$ cat src/rtl/alu_operand_stage_pkg.sv
// Shared definitions for the ALU operand-fetch stage, its register file,
// and the ALU/decoder that agree on the select encodings.
package alu_operand_stage_pkg;
   localparam int BITSIZE = 64;
   localparam int REGSIZE = 32;
   localparam int ADDRW   = 5;
   localparam int SELW    = 3;

   localparam logic [ADDRW-1:0] XZR_ADDR = 5'd31;

   typedef enum logic [SELW-1:0] {
      ALU_ADD   = 3'b000,
      ALU_SUB   = 3'b001,
      ALU_AND   = 3'b010,
      ALU_ORR   = 3'b011,
      ALU_EOR   = 3'b100,
      ALU_LSL   = 3'b101,
      ALU_LSR   = 3'b110,
      ALU_PASSB = 3'b111
   } alu_sel_e;
endpackage

$ cat src/rtl/alu_operand_stage_if.sv
// Bundle of operation-issue, write-back and ALU-side signals of the stage.
// Handshake: a transfer happens on a rising edge where valid && ready; the
// producer holds its payload stable while valid && !ready.
interface alu_operand_stage_if;
   import alu_operand_stage_pkg::*;

   logic               in_valid;
   logic               in_ready;
   logic [ADDRW-1:0]   rn_addr;
   logic [ADDRW-1:0]   rm_addr;
   logic [BITSIZE-1:0] imm;
   logic               use_imm;
   logic [SELW-1:0]    sel_in;
   logic               flush;
   logic               wr_en;
   logic [ADDRW-1:0]   wr_addr;
   logic [BITSIZE-1:0] wr_data;
   logic               out_ready;
   logic               out_valid;
   logic [BITSIZE-1:0] data1;
   logic [BITSIZE-1:0] data2;
   logic [SELW-1:0]    select;

   modport slave (
      input  in_valid, rn_addr, rm_addr, imm, use_imm, sel_in, flush,
             wr_en, wr_addr, wr_data, out_ready,
      output in_ready, out_valid, data1, data2, select
   );

   modport master (
      output in_valid, rn_addr, rm_addr, imm, use_imm, sel_in, flush,
             wr_en, wr_addr, wr_data, out_ready,
      input  in_ready, out_valid, data1, data2, select
   );
endinterface

$ cat src/rtl/alu_operand_stage_regfile.sv
// 32-entry architectural register file: two bypassed combinational read
// ports, one write port, X31 reads as zero and ignores writes.
module alu_operand_stage_regfile
   import alu_operand_stage_pkg::*;
(
   input  logic               clk,
   input  logic               rst,
   input  logic               wr_en,
   input  logic [ADDRW-1:0]   wr_addr,
   input  logic [BITSIZE-1:0] wr_data,
   input  logic [ADDRW-1:0]   rd_addr_a,
   output logic [BITSIZE-1:0] rd_data_a,
   input  logic [ADDRW-1:0]   rd_addr_b,
   output logic [BITSIZE-1:0] rd_data_b
);
   logic [BITSIZE-1:0] regs [REGSIZE];

   always_ff @(posedge clk) begin
      if (!rst) begin
         for (int i = 0; i < REGSIZE; i++) regs[i] <= '0;
      end else if (wr_en && wr_addr != XZR_ADDR) begin
         regs[wr_addr] <= wr_data;
      end
   end

   // Same-cycle write-back is forwarded so a read is never one cycle stale.
   always_comb begin
      rd_data_a = regs[rd_addr_a];
      if (rd_addr_a == XZR_ADDR)
         rd_data_a = '0;
      else if (wr_en && wr_addr == rd_addr_a)
         rd_data_a = wr_data;
   end

   always_comb begin
      rd_data_b = regs[rd_addr_b];
      if (rd_addr_b == XZR_ADDR)
         rd_data_b = '0;
      else if (wr_en && wr_addr == rd_addr_b)
         rd_data_b = wr_data;
   end
endmodule

$ cat src/rtl/alu_operand_stage.sv
// Operand-fetch stage: reads the register file (or immediate) and registers
// data1/data2/select for the ALU behind a valid/ready output register.
module alu_operand_stage
   import alu_operand_stage_pkg::*;
(
   input logic                clk,
   input logic                rst,
   alu_operand_stage_if.slave bus
);
   logic [BITSIZE-1:0] rn_data;
   logic [BITSIZE-1:0] rm_data;
   logic               capture;

   alu_operand_stage_regfile u_regfile (
      .clk       (clk),
      .rst       (rst),
      .wr_en     (bus.wr_en),
      .wr_addr   (bus.wr_addr),
      .wr_data   (bus.wr_data),
      .rd_addr_a (bus.rn_addr),
      .rd_data_a (rn_data),
      .rd_addr_b (bus.rm_addr),
      .rd_data_b (rm_data)
   );

   assign bus.in_ready = rst && (!bus.out_valid || bus.out_ready);
   assign capture      = bus.in_valid && bus.in_ready && !bus.flush;

   // Priority: reset > flush > capture > drain; payload holds unless captured.
   always_ff @(posedge clk) begin
      if (!rst) begin
         bus.out_valid <= 1'b0;
         bus.data1     <= '0;
         bus.data2     <= '0;
         bus.select    <= '0;
      end else if (bus.flush) begin
         bus.out_valid <= 1'b0;
      end else if (capture) begin
         bus.out_valid <= 1'b1;
         bus.data1     <= rn_data;
         bus.data2     <= bus.use_imm ? bus.imm : rm_data;
         bus.select    <= bus.sel_in;
      end else if (bus.out_valid && bus.out_ready) begin
         bus.out_valid <= 1'b0;
      end
   end
endmodule

$ cat src/flat_wrapper.sv
// flat-port wrapper written by rule: the top's interface ports become plain ports
module alu_operand_stage_flat import alu_operand_stage_pkg::*;
  (clk, rst, bus_in_valid, bus_rn_addr, bus_rm_addr, bus_imm, bus_use_imm, bus_sel_in, bus_flush, bus_wr_en, bus_wr_addr, bus_wr_data, bus_out_ready, bus_in_ready, bus_out_valid, bus_data1, bus_data2, bus_select);
  alu_operand_stage_if bus_i ();
  input logic clk;
  input logic rst;
  input wire logic [$bits(bus_i.in_valid)-1:0] bus_in_valid;
  input wire logic [$bits(bus_i.rn_addr)-1:0] bus_rn_addr;
  input wire logic [$bits(bus_i.rm_addr)-1:0] bus_rm_addr;
  input wire logic [$bits(bus_i.imm)-1:0] bus_imm;
  input wire logic [$bits(bus_i.use_imm)-1:0] bus_use_imm;
  input wire logic [$bits(bus_i.sel_in)-1:0] bus_sel_in;
  input wire logic [$bits(bus_i.flush)-1:0] bus_flush;
  input wire logic [$bits(bus_i.wr_en)-1:0] bus_wr_en;
  input wire logic [$bits(bus_i.wr_addr)-1:0] bus_wr_addr;
  input wire logic [$bits(bus_i.wr_data)-1:0] bus_wr_data;
  input wire logic [$bits(bus_i.out_ready)-1:0] bus_out_ready;
  output wire logic [$bits(bus_i.in_ready)-1:0] bus_in_ready;
  output wire logic [$bits(bus_i.out_valid)-1:0] bus_out_valid;
  output wire logic [$bits(bus_i.data1)-1:0] bus_data1;
  output wire logic [$bits(bus_i.data2)-1:0] bus_data2;
  output wire logic [$bits(bus_i.select)-1:0] bus_select;
  assign bus_i.in_valid = bus_in_valid;
  assign bus_i.rn_addr = bus_rn_addr;
  assign bus_i.rm_addr = bus_rm_addr;
  assign bus_i.imm = bus_imm;
  assign bus_i.use_imm = bus_use_imm;
  assign bus_i.sel_in = bus_sel_in;
  assign bus_i.flush = bus_flush;
  assign bus_i.wr_en = bus_wr_en;
  assign bus_i.wr_addr = bus_wr_addr;
  assign bus_i.wr_data = bus_wr_data;
  assign bus_i.out_ready = bus_out_ready;
  assign bus_in_ready = bus_i.in_ready;
  assign bus_out_valid = bus_i.out_valid;
  assign bus_data1 = bus_i.data1;
  assign bus_data2 = bus_i.data2;
  assign bus_select = bus_i.select;
  alu_operand_stage u_core (.clk(clk), .rst(rst), .bus(bus_i));
endmodule
$ cat config.mk
export PLATFORM = sky130hd
export DESIGN_NAME = alu_operand_stage_flat
export DESIGN_NICKNAME = d
export VERILOG_FILES = /design/src/rtl/alu_operand_stage_pkg.sv /design/src/rtl/alu_operand_stage_if.sv /design/src/rtl/alu_operand_stage_regfile.sv /design/src/rtl/alu_operand_stage.sv /design/src/flat_wrapper.sv
export SDC_FILE = /design/constraint.sdc
export NUM_CORES = 2
export LEC_CHECK = 0
export CORE_MARGIN = 2
export CORE_UTILIZATION = 40
export CTS_CLUSTER_DIAMETER = 200
export DETAILED_ROUTE_END_ITERATION = 12
export PLACE_DENSITY = 0.64
export SKIP_CTS_REPAIR_TIMING = 1
export SKIP_LAST_GASP = 1
export SYNTH_ARGS = -nofsm -noshare
export SYNTH_HDL_FRONTEND = slang
export SYNTH_SLANG_ARGS = --single-unit
$ cat constraint.sdc
create_clock -name clk -period 6.45 [get_ports clk]
set_input_delay 0.645 -clock clk [delete_from_list [all_inputs] [get_ports clk]]
set_output_delay 0.645 -clock clk [all_outputs]
set_load 0.02 [all_outputs]
==> flow_metrics.tcl <==
set metrics [dict create \
    clk_pin_slew_ns 0.06 \
    synth_seq_cells 2180 \
    place.gp.congestion 0.8583 \
    worstSetupPathType "in2reg" \
    critPathMaxFanout 59 \
    wl_mm 477.9 \
    setup_slack_ns 2.356 \
    cts_tree "built" \
    die_x_um 537.5 \
    drc 0 \
    p_per_area_nw_per_um2 269.6 \
    drv_slew 0 \
    status "complete, no violations" \
    synth_top_flop_cell "edfxtp_1" \
    synth_top_family_by_area "multiplexers" \
    via_per_inst 6.913 \
    leakage_uw 0.04421 \
    avgSynthCellArea_um2 14.37 \
    peakVddDrop_uv 231.3 \
    rsz0062_at_grt "false" \
    hold_ws_ns 0.2258 \
    synth_xor_area_share_pct 0.07694 \
    vias 81970 \
    antenna_left 0 \
    synth_compound_area_share_pct 7.116 \
    gr-total-overflow 0 \
    cts-root-buf "clkbuf_16" \
    dr.pass1.iters 6 \
    yosysWarnings 0 \
    area_growth_pct 12.91 \
    synth.distinct_cells 59 \
    dieHeight_um 537.5 \
    yosys.area_share.simple_pct 12.42 \
    place.port_buffers 285 \
    rows 195 \
    worstSetupStartpointType "input pin" \
    fmax_mhz 244.3 \
    clock_sinks 2180 \
    fin_crit_sh_pct 63.47 \
    clk_path_buf_depth 4 \
    drt-initial-drc-count 14950 \
    htreeDepth 4 \
    netlist_instances 7920 \
    syn_area_um2 113800 \
    grt_pass1_wl_mm 647.1 \
    grt_antenna_before_repair 50 \
    cts-buffers-inserted 234 \
    layout_commonest_cell "edfxtp_1" \
    fin_setup_tns_ns 0 \
    min_path_type "in2reg" \
    final.fill_count 24490 \
    die-area_um2 288900 \
    grt_start_max_net_pins 104 \
    final_cell_mix "2048 x edfxtp_1, 1991 x and2_1, 708 x mux4_2" \
    fin_skew_ns 0.05982 \
    coreArea_um2 282800 \
    hpwl_mm 258.7 \
    io_pins 286 \
    setup_violations 0 \
    initial_core_util_pct 40.25 \
    cap_violations 0 \
    seq_area_frac_synth_pct 56.35 \
    finalCriticalPeriod_ns 4.094 \
    cp.arrival_ns 4.86 \
    grt.total_usage_pct 32.34 \
    slew_headroom_pct 3.951 \
    crit_path_end_kind "register" \
    wl_per_cell_um 40.30 \
    ys_async_sr_fraction_pct 0 \
    synthAdderAreaFrac_pct 0 \
    grt_pass1_vias 79150 \
    instances_no_fill 11860 \
    clk_latency_ns 0.94 \
    final_hold_viol_count 0 \
    worst-slew-pin-transition_ns 1.441 \
    fin_nets 8031 \
    muxShareOfSynthArea_pct 20.50 \
    required_ns 7.22 \
    synth_edf_count 2048 \
    dpl.cell_count 11390 \
    dp_worst_setup_slack_ns 1.654 \
    drive_gt1_share_pct 18.60 \
]
-- routing by layer --
layer	part of all wire, %	GRT usage [%]	vias up
met5	0.042	0.1809	-
met4	6.7	19.01	26
met3	15	9.193	1628
met2	44	48.92	7797
met1	34	41.46	41890
li1	-	-	30630
-- synth_stat cells (11+ instances only) --
master	number	area (um2)
buf_2	137	685.7
mux2_2	53	596.8
o32ai_1	47	411.6
and2_1	1992	12460
buf_6	27	304.0
or2_2	66	412.9
mux4_2	708	15950
buf_1	14	52.55
a211oi_1	80	600.6
a221o_1	70	700.7
a2111oi_0	27	236.5
edfxtp_1	2048	61500
nor2_1	147	551.8
or4_1	14	105.1
clkbuf_1	593	2226
o22ai_1	196	1226
o21ai_0	155	775.7
nor3_1	20	100.1
o221ai_1	92	805.8
o2bb2ai_1	18	157.7
a22o_1	27	236.5
nand2b_1	11	68.82
a221oi_1	202	1769
buf_4	92	690.7
a21oi_1	107	535.5
a22oi_1	40	300.3
a2111o_1	15	168.9
mux2i_1	679	6797
nand2_1	19	71.32
dfxtp_1	132	2643
nor2b_1	13	81.33
-- critical path: stages --
cell	delay, ns
buf_6	0.55
nand3_1	0.69
buf_4	0.47
o2111ai_1	0.45
a31o_4	0.90
buf_4	0.42
a221oi_1	0.08
a221o_1	0.28
-- cell type report --
class | instances | area [um2] | area share [%]
multi-input cells | 4932 | 46660 | 36.30
inverters | 4 | 20.02 | 0.01558
well taps | 3743 | 4683 | 3.644
repair buffers | 526 | 5379 | 4.185
diodes | 42 | 105.1 | 0.08177
flip-flops and latches | 2180 | 64140 | 49.91
clock buffers | 314 | 6392 | 4.974
clock inverters | 116 | 1146 | 0.8917
-- final timing paths --
path	endpoint	depth (start not counted)	slack (ns)	start
max reg2reg	u_core.bus.data2[26]$_SDFFE_PN0P_	6	3.47	u_core.bus.out_valid$_SDFFE_PP0P_
min reg2reg	u_core.bus.select[2]$_SDFFE_PN0P_	2	0.46	u_core.bus.select[2]$_SDFFE_PN0P_
max	u_core.bus.data1[28]$_SDFFE_PN0P_	8	2.36	bus_rn_addr[2]
min	u_core.bus.data2[60]$_SDFFE_PN0P_	3	0.23	rst
-- report_power, final --
group / switching (uW) / total [uW] / internal, uW
clock network: 5910 / 13700 / 7760
logic: 2610 / 4200 / 1580
registers: 512 / 16800 / 16300
total: 9030 / 34600 / 25600
-- stage by stage --
stage	instance area (um2)	total power, uW	util [%]
floorplan	114100	19320	-
global placement	120900	21020	42.75
detailed placement	120900	21110	42.75
CTS	128400	34490	45.41
global route	128400	35290	45.42
finish	128500	34650	45.45
-- logic make-up after synthesis --
group	Yosys count
DFF	2180
other	1
AOI/OAI and AO/OA	1096
xor gates and xnor gates	10
and+or+nand+nor	2322
buffers and inverters	871
muxes	1440
-- registers in the layout, summed over array words and instances, names as in the netlist --
name and cells:
u_core.u_regfile.regs 2048, u_core.bus.data1 64, u_core.bus.select 3, u_core.bus.data2 64
u_core.bus.out_valid 1
(Power assumes the default switching activity.)
